[src/rtl/pic_8259_pkg.sv]
// ----------------------------------------------------------------------------
// Package: pic_8259_pkg
//
// Purpose
//   Shared constants and helper functions for the 8259A interrupt controller
//   slice. Used by the interrupt request stage, its priority resolver and the
//   in-service stage.
//
// Contents
//   IRQ_WIDTH      number of IR lines (fixed at 8)
//   PRIO_BITS      width of a priority level / rotate amount (log2 IRQ_WIDTH)
//   rotate_right8  circular right rotate of an 8-bit vector
//   rotate_left8   circular left rotate of an 8-bit vector
//   lowest_one_hot8  isolate the lowest set bit of an 8-bit vector
// ----------------------------------------------------------------------------
package pic_8259_pkg;

  localparam int IRQ_WIDTH = 8;
  localparam int PRIO_BITS = 3;

  // Bit j of the result is data[(j + amount) mod 8], so the bit at position
  // 'amount' ends up at bit 0.
  function automatic logic [7:0] rotate_right8(input logic [7:0] data,
                                               input logic [2:0] amount);
    logic [15:0] doubled;
    doubled = {data, data} >> amount;
    return doubled[7:0];
  endfunction

  // Inverse of rotate_right8: bit j of the result is data[(j - amount) mod 8].
  function automatic logic [7:0] rotate_left8(input logic [7:0] data,
                                              input logic [2:0] amount);
    logic [15:0] doubled;
    doubled = {data, data} << amount;
    return doubled[15:8];
  endfunction

  // Two's complement trick: data & -data keeps only the lowest set bit.
  // Returns zero when data is zero.
  function automatic logic [7:0] lowest_one_hot8(input logic [7:0] data);
    return data & (~data + 8'd1);
  endfunction

endpackage : pic_8259_pkg

[src/rtl/pic_priority_resolver.sv]
// ----------------------------------------------------------------------------
// Module: pic_priority_resolver
//
// Purpose
//   Purely combinational priority resolution for the 8259A. Picks the highest
//   priority pending candidate, honouring fully nested mode: the candidate
//   only wins if it is strictly higher priority than every level currently in
//   service (after special-mask filtering, done by the caller).
//
// Ports
//   cand             in   8  unmasked pending requests (IRR & ~IMR)
//   eff_isr          in   8  in-service levels that block nesting
//   priority_rotate  in   3  lowest priority level; highest is rotate+1 mod 8
//   winner           out  8  one-hot winning level, 0 when nothing qualifies
// ----------------------------------------------------------------------------
module pic_priority_resolver
  import pic_8259_pkg::*;
(
  input  logic [IRQ_WIDTH-1:0] cand,
  input  logic [IRQ_WIDTH-1:0] eff_isr,
  input  logic [PRIO_BITS-1:0] priority_rotate,
  output logic [IRQ_WIDTH-1:0] winner
);

  logic [PRIO_BITS-1:0] shift;
  logic [IRQ_WIDTH-1:0] rot_cand;
  logic [IRQ_WIDTH-1:0] rot_isr;
  logic [IRQ_WIDTH-1:0] win_rot;
  logic [IRQ_WIDTH-1:0] isr_low;
  logic                 accept;

  // The highest priority level is one above the rotate setting; the 3-bit add
  // wraps naturally, so rotate=7 gives a shift of 0 (IR0 highest).
  assign shift = priority_rotate + 3'd1;

  // After rotation, bit 0 is the highest priority level, so "lowest set bit"
  // means "highest priority". Because both winner and ISR level are one-hot
  // in the same rotated frame, a plain numeric compare orders their
  // priorities: smaller value means higher priority.
  always_comb begin
    rot_cand = rotate_right8(cand, shift);
    rot_isr  = rotate_right8(eff_isr, shift);
    win_rot  = lowest_one_hot8(rot_cand);
    isr_low  = lowest_one_hot8(rot_isr);
    accept   = (win_rot != '0) && ((rot_isr == '0) || (win_rot < isr_low));
    winner   = accept ? rotate_left8(win_rot, shift) : '0;
  end

endmodule : pic_priority_resolver

[src/rtl/pic_interrupt_request_stage.sv]
// ----------------------------------------------------------------------------
// Module: pic_interrupt_request_stage
//
// Purpose
//   Interrupt Request Register (IRR) stage of the 8259A. Samples the IR7..IR0
//   pins, applies edge or level sensing into the IRR, and registers the
//   highest-priority unmasked request as a one-hot 'interrupt' vector for the
//   control logic. All flops of this stage live here; resolution is done by
//   the combinational pic_priority_resolver.
//
// Configuration
//   IRQ_PIN_SYNC_EN  when defined, a two-flop synchroniser sits in front of
//                    the pin sampling logic (pin-to-interrupt latency +2).
//                    When undefined the pins must already be synchronous.
//
// Ports
//   clock                            in   1  rising-edge clock
//   reset_n                          in   1  asynchronous reset, active-low
//   interrupt_request_pin            in   8  raw IR7..IR0 pins
//   write_initial_command_word_1     in   1  ICW1 strobe: clear IRR, re-arm edges
//   level_or_edge_toriggered_config  in   1  1 = level mode, 0 = edge mode
//   freeze                           in   1  hold IRR against pin activity
//   clear_interrupt_request          in   8  one-cycle per-bit IRR clear
//   interrupt_mask                   in   8  IMR (1 = masked)
//   interrupt_special_mask           in   8  ISR bits ignored for nesting
//   in_service_register              in   8  current ISR contents
//   priority_rotate                  in   3  lowest priority level
//   interrupt_request_register       out  8  registered IRR
//   interrupt                        out  8  registered one-hot winner, 0 = none
// ----------------------------------------------------------------------------
module pic_interrupt_request_stage
  import pic_8259_pkg::*;
(
  input  logic                 clock,
  input  logic                 reset_n,
  input  logic [IRQ_WIDTH-1:0] interrupt_request_pin,
  input  logic                 write_initial_command_word_1,
  input  logic                 level_or_edge_toriggered_config,
  input  logic                 freeze,
  input  logic [IRQ_WIDTH-1:0] clear_interrupt_request,
  input  logic [IRQ_WIDTH-1:0] interrupt_mask,
  input  logic [IRQ_WIDTH-1:0] interrupt_special_mask,
  input  logic [IRQ_WIDTH-1:0] in_service_register,
  input  logic [PRIO_BITS-1:0] priority_rotate,
  output logic [IRQ_WIDTH-1:0] interrupt_request_register,
  output logic [IRQ_WIDTH-1:0] interrupt
);

  // The rotate/resolve helpers are hard-wired to 8 lines.
  if (IRQ_WIDTH != 8) begin : g_width_check
    $error("pic_interrupt_request_stage supports exactly 8 IR lines");
  end

  logic [IRQ_WIDTH-1:0] pin_s;
  logic [IRQ_WIDTH-1:0] pin_q;
  logic [IRQ_WIDTH-1:0] pin_d;
  logic [IRQ_WIDTH-1:0] irr_q;
  logic [IRQ_WIDTH-1:0] irr_d;
  logic [IRQ_WIDTH-1:0] int_q;
  logic [IRQ_WIDTH-1:0] edge_set;
  logic [IRQ_WIDTH-1:0] cand;
  logic [IRQ_WIDTH-1:0] eff_isr;
  logic [IRQ_WIDTH-1:0] winner;

`ifdef IRQ_PIN_SYNC_EN
  // Two-flop synchroniser for pins that are asynchronous to clock.
  logic [IRQ_WIDTH-1:0] sync1_q;
  logic [IRQ_WIDTH-1:0] sync2_q;

  always_ff @(posedge clock or negedge reset_n) begin
    if (!reset_n) begin
      sync1_q <= '0;
      sync2_q <= '0;
    end else begin
      sync1_q <= interrupt_request_pin;
      sync2_q <= sync1_q;
    end
  end

  assign pin_s = sync2_q;
`else
  assign pin_s = interrupt_request_pin;
`endif

  // Edge history. It resets and re-arms to all-ones so that a pin already
  // high after reset or ICW1 is not mistaken for a fresh rising edge. It
  // keeps tracking during freeze, which is what makes a frozen edge get lost.
  assign pin_d = write_initial_command_word_1 ? '1 : pin_s;

  always_ff @(posedge clock or negedge reset_n) begin
    if (!reset_n) begin
      pin_q <= '1;
    end else begin
      pin_q <= pin_d;
    end
  end

  assign edge_set = pin_s & ~pin_q;

  // IRR next state. ICW1 wins over everything; the per-bit clear always wins
  // over a pin-driven set in the same cycle. Freeze only blocks pin-driven
  // changes (set and withdraw), never the clear from the control logic.
  // In edge mode a low pin withdraws the request; set requires a high pin,
  // so set and withdraw never collide on the same bit.
  always_comb begin
    irr_d = irr_q;
    if (write_initial_command_word_1) begin
      irr_d = '0;
    end else if (freeze) begin
      irr_d = irr_q & ~clear_interrupt_request;
    end else if (level_or_edge_toriggered_config) begin
      irr_d = pin_s & ~clear_interrupt_request;
    end else begin
      irr_d = (irr_q | edge_set) & pin_s & ~clear_interrupt_request;
    end
  end

  always_ff @(posedge clock or negedge reset_n) begin
    if (!reset_n) begin
      irr_q <= '0;
    end else begin
      irr_q <= irr_d;
    end
  end

  // Resolution works from the registered IRR so the winner is a clean,
  // glitch-free function of state plus the control-logic configuration.
  assign cand    = irr_q & ~interrupt_mask;
  assign eff_isr = in_service_register & ~interrupt_special_mask;

  pic_priority_resolver u_resolver (
    .cand            (cand),
    .eff_isr         (eff_isr),
    .priority_rotate (priority_rotate),
    .winner          (winner)
  );

  always_ff @(posedge clock or negedge reset_n) begin
    if (!reset_n) begin
      int_q <= '0;
    end else begin
      int_q <= winner;
    end
  end

  assign interrupt_request_register = irr_q;
  assign interrupt                  = int_q;

endmodule : pic_interrupt_request_stage

[config.mk]
export PLATFORM = sky130hd
export DESIGN_NAME = pic_interrupt_request_stage
export DESIGN_NICKNAME = d
export VERILOG_FILES = /design/src/rtl/pic_8259_pkg.sv /design/src/rtl/pic_priority_resolver.sv /design/src/rtl/pic_interrupt_request_stage.sv
export SDC_FILE = /design/constraint.sdc
export NUM_CORES = 1
export LEC_CHECK = 0
export ABC_AREA = 1
export CORE_ASPECT_RATIO = 1.5
export CORE_MARGIN = 4
export CORE_UTILIZATION = 46
export CTS_BUF_LIST = sky130_fd_sc_hd__clkbuf_8
export DETAILED_ROUTE_END_ITERATION = 8
export MAX_ROUTING_LAYER = met4
export PLACE_DENSITY = 0.79
export SYNTH_ARGS = -nofsm -noshare
export SYNTH_HDL_FRONTEND = slang
export SYNTH_SLANG_ARGS = --single-unit
[constraint.sdc]
create_clock -name clock -period 2.1 [get_ports clock]
set_input_delay 0.315 -clock clock [delete_from_list [all_inputs] [get_ports clock]]
set_output_delay 0.315 -clock clock [all_outputs]
set_load 0.05 [all_outputs]
Word level (Yosys, flattened, before mapping):

Index checks and enable logic that the tools add are counted.

* register bits: 24
* output and inout port bits: 16

* add/sub/neg operators: 3
* $lt $le $gt $ge: 1
* shift-type cells: 3
* muxes and demuxes: 5
* bitwise logic cells: 16
* reductions and logical operators: 4

Operators with widths (number)
* 8-bit bitwise AND: 9
* 8-bit inverter: 6
* 8-bit two-way mux: 5
* 16-bit by 3-bit >> shifter with 8-bit output: 2
* 8-bit by 1-bit adder with 8-bit output, second input constant: 2
* 16-bit by 3-bit << shifter with 16-bit output: 1
* 8-bit zero test: 1
* 8-bit < comparator: 1
* 8-bit OR: 1
* 8-bit nonzero test: 1
* 3-bit by 1-bit adder with 3-bit output, second input constant: 1
* 1-bit logical AND: 1
* 1-bit logical OR: 1

Depth between registers and ports, before layout:

* depth after elaboration: 10
* depth in mapped cells: 24
* mapped depth without buffers: 22

Hierarchy:

A second synthesis with hierarchy kept.

* cells, all modules: 405
* area, all modules: 2379.8 um2

Modules (own cells, without submodules)
* pic_priority_resolver: times used 1, cells an instance 280, area each 1330.0 um2
* pic_interrupt_request_stage: times used 1, cells an instance 125, area each 1049.8 um2

Least setup slack after synthesis:

OpenSTA, ideal clock, no wires.

* path kind: input to register
* start: in priority_rotate[0]
* end: reg int_q[0], in the netlist interrupt[0]
* arrival: 2494 ps
* path slack: -512 ps
* cell stages on the path: 22
* path buffers: 2
* cells stage by stage: ha_1 buf_6 inv_4 buf_2 nand3_1 nand2_1 nand2_1 nand2_1 nand2_1 nor2_2 inv_1 or2_0 inv_1 nand2_1 ha_1 nand2_1 nor2_1 nand2_1 nand2_1 nand2_2 nand2_4 nor2_2

* word-level cells in the longest chain between the ends: 9
* elaborated cells on any way between the ends: 16
* classes of those cells: 3 x add/sub; 1 x order compare; 3 x shift; 1 x mux; 4 x bitwise; 4 x reduce/logical

RTL lines
* start: declaration: line pic_interrupt_request_stage.sv:44 `input logic [PRIO_BITS-1:0] priority_rotate,`
* 3-bit by 1-bit adder with 3-bit output (*): line pic_priority_resolver.sv:34 `assign shift = priority_rotate + 3'd1;`
* 16-bit by 3-bit >> shifter with 8-bit output: line pic_8259_pkg.sv:26 `doubled = {data, data} >> amount;`
* 8-bit inverter: line pic_8259_pkg.sv:41 `return data & (~data + 8'd1);`
* 8-bit by 1-bit adder with 8-bit output: line pic_8259_pkg.sv:41
* 8-bit bitwise AND: line pic_8259_pkg.sv:41
* 8-bit < comparator: line pic_priority_resolver.sv:45 `accept = (win_rot != '0) && ((rot_isr == '0) || (win_rot < isr_low));`
* 1-bit logical OR: line pic_priority_resolver.sv:45
* 1-bit logical AND: line pic_priority_resolver.sv:45
* 8-bit two-way mux (*): line pic_priority_resolver.sv:46 `winner = accept ? rotate_left8(win_rot, shift) : '0;`
* net u_resolver.winner[0]: line pic_priority_resolver.sv:22 `output logic [IRQ_WIDTH-1:0] winner`
* end signal: assignment: line pic_interrupt_request_stage.sv:142 `int_q <= winner;`
* end: declaration: line pic_interrupt_request_stage.sv:59 `logic [IRQ_WIDTH-1:0] int_q;`

Mark *: on every way through the listed nets, which the timed path passes. The rest lies on a longest branch.

Worst setup path in the final report:

* start: in priority_rotate[0]
* end: reg int_q[4], in the netlist interrupt[4]

Same word-level chain as after synthesis.

==> key figures <==
Placed design
  • DP HPWL: 5860 um
  • # port buffers: 63
  • Post-Place Cells: 526
  • Place WS: -1.09 ns
  • Placer Congestion: 0.947

Floorplan
  • Top Ports: 64
  • Core ar.: 0.00512 mm2
  • Die area: 0.00651 mm2
  • Starting Density: 0.472
  • Num rows: 32
  • Die Y: 96.8 um
  • Die W: 67.2 um

Timing
  • Min Clock Period, post-route: 2.47 ns
  • Final worst slack: -0.369 ns
  • # setup viols final: 8
  • Final hold violations: 0
  • Hold Slack: 0.395 ns
  • Final max-slew violation count: 0
  • FMAX: 405 MHz
  • Normalized max-slew margin: 0.649
  • Worst Tran Pin Value: 0.525 ns
  • Clock Skew: 0.0110 ns
  • RSZ-0062 raised after global routing: yes
  • Fin crit share: 1.18

Clock tree
  • Number of H-tree levels: 1
  • Clock latency on the worst-skew pair: 0.27 ns
  • TritonCTS clock tree: yes
  • Clock Sinks: 24
  • Clk pin slew, worst setup/hold paths: 0.08 ns
  • CTS Hold Buffers Added: 0
  • CTS Buf Count: 3
  • Root buffer cell: clkbuf_8
  • Clock Tree Buf Depth: 2

Yosys
  • Post-synth EDFFs: 0
  • Synth Instances: 359
  • Ys async rst share: 1.00
  • Synth cell types: 36
  • Ranking of synthesized cells by area: dfrtp_1 17%, nand2_1 16%, nand3_1 16%, dfstp_2 8.7%, inv_1 6.7%
  • Synth Register Bits: 24
  • Mapped Nets: 414
  • Yosys warnings: 0
  • Synth top area share: 0.166
  • Top_reg_cell synth: dfrtp_1
  • Post-synthesis sequential area ratio: 0.252
  • Syn Std Cell Area: 0.00242 mm2
  • Syn avg cell area: 6.74 um2
  • Largest area contributor in the netlist: dfrtp_1

Status
  • Failing checks: setup timing
  • Outcome: finished, violations left

Worst setup path
  • Crit path max-delay cell type: ha_4
  • CP Class: in -> reg
  • CP bufs+invs: 4
  • CP required: 2.25 ns
  • Startpoint types: primary input
  • CP Cell Sequence: buf_8 > ha_4 > buf_8 > nand3_4 > nand2_2 > nand2_1 > nand2_2 > nand3_4 > nor2_4 > inv_1 > or2_1 > inv_2 > nand2_2 > ha_4 > nand2_1 > nor2_1 > nand2_1 > nand2_1 > nand2_2 > nand2_4 > nor2_2
  • R2R Setup Slk: -0.11 ns
  • Critical Path End Type: flip-flop
  • CP Max Fanout: 8
  • Cell family with most CP delay: simple AND/OR/NAND/NOR gates
  • Worst stage delay on the critical path: 0.34 ns
  • Critical Path AT: 2.62 ns

Routing
  • DR vias/cell: 5.20
  • Final wirelength: 7560 um
  • Vias post-DR: 2812
  • Met3 routed wirelength: 275 um
  • Remaining DRCs: 0
  • Detail Route met2 WL: 4450 um
  • DRT iter0 DRCs: 140
  • Max Used Layer: met4
  • Avg WL per Cell: 14.0 um
  • Number of iterations in the first detailed-routing pass: 4
  • Post-Route M1 WL: 2580 um
  • ANT nets after route: 0

Final layout
  • Register area: 611 um2
  • Util after Layout: 0.768
  • Final Non-Filler Cells: 541
  • Fill count: 378
  • Final nets: 529
  • Area of the multi-input gates: 0.00182 mm2
  • Area growth syn-to-layout: 62.8%
  • Diodes inserted: 0
  • Share of layout cells above drive strength 1: 0.368

Global routing
  • GRT Total Usage: 0.249
  • Vias in the first global route: 2852
  • Initial antenna violation count: 0
  • First-pass GRT wire length: 12600 um
  • Largest net degree at the start of global routing: 25
  • Grt ovf: 0

Pwr
  • Worst VDD drop: 292 uV
  • Cell Pwr Density: 570 mW/mm2
  • Leakage Power: 1.93 nW

Run
  • Max-Cap Viols: 0

Min path
  • Min-delay worst type: in -> async
## sequential cells by signal, summed over array words and instances, names as in the netlist
register                    cells
pin_q                           8
interrupt_request_register      8
interrupt                       8
## cell type report
cell class	count	area share
well taps	68	0.0216
inverters	47	0.0496
repair buffers	125	0.296
flip-flops and latches	24	0.155
multi-input cells	272	0.462
clock buffers	4	0.0140
repair inverters	1	0.00223
## cell usage after synthesis, types with 5 or more instances
| master | number |
|---|---|
| dfrtp_1 | 16 |
| nor2_2 | 10 |
| nor2_1 | 7 |
| inv_1 | 43 |
| nand2_1 | 100 |
| o21ai_0 | 5 |
| o311ai_0 | 8 |
| o21ai_1 | 5 |
| nand2_2 | 6 |
| a211oi_1 | 8 |
| or2_2 | 9 |
| ha_1 | 7 |
| nand3_2 | 14 |
| nand3_1 | 75 |
| dfstp_2 | 8 |
## layout by cell type (no fill, tap or decap), types with 9 or more instances in the layout
cell / n
inv_1: 34
nand2_2: 16
dfrtp_1: 16
nand3_1: 50
nand2_1: 90
nor2_2: 9
buf_4: 54
nand3_4: 17
nand3_2: 24
clkdlybuf4s50_1: 44
inv_2: 10
or2_2: 9
dlygate4sd2_1: 14
## timing repair
action	4_1_cts	5_1_grt
setup buffers	6	4
setup endpoints to repair	8	8
cloned	0	1
gates resized for setup	81	21
pin swaps	48	16
## report_power, final
| part | switching, mW | internal, mW |
|---|---|---|
| Clock | 0.135 | 0.167 |
| Sequential | 0.0201 | 0.533 |
| Combinational | 0.808 | 0.581 |
## cells by family after synthesis
kind of cell	share of synthesized area
and+or+nand+nor	0.485
buffers and inverters	0.123
AOI/OAI and AO/OA	0.0967
DFF	0.252
adders and majority gates	0.0362
xor gates and xnor gates	0.00673
## path summary, 6_finish.rpt
check,start,to,cells after the start
min reg2reg,interrupt_request_register[4]$_DFF_PN0_,interrupt_request_register[4]$_DFF_PN0_,3
max,priority_rotate[0],interrupt[4]$_DFF_PN0_,21
max in group asynchronous,reset_n,pin_q[2]$_DFF_PN1_,2
min,reset_n,interrupt_request_register[3]$_DFF_PN0_,2
min in group clock,clear_interrupt_request[1],interrupt_request_register[1]$_DFF_PN0_,2
max reg2reg,interrupt_request_register[6]$_DFF_PN0_,interrupt[4]$_DFF_PN0_,21
## layer usage
layer / vias up / global-route usage
met5: - / -
met4: 0 / 0.102
met3: 17 / 0.00813
met2: 88 / 0.477
met1: 1283 / 0.249
li1: 1424 / -
## per-stage QoR
stage | instance area [um2] | power [mW] | TNS (ns)
final | 3940 | 2.24 | -2.91
after CTS | 3820 | 2.20 | -2.63
after floorplan | 2460 | 1.36 | -3.39
after global routing | 3940 | 2.40 | -4.29
after global placement | 3480 | 1.80 | -8.12
after detailed placement | 3480 | 1.83 | -8.65
Power figures use the tool's default switching activity.
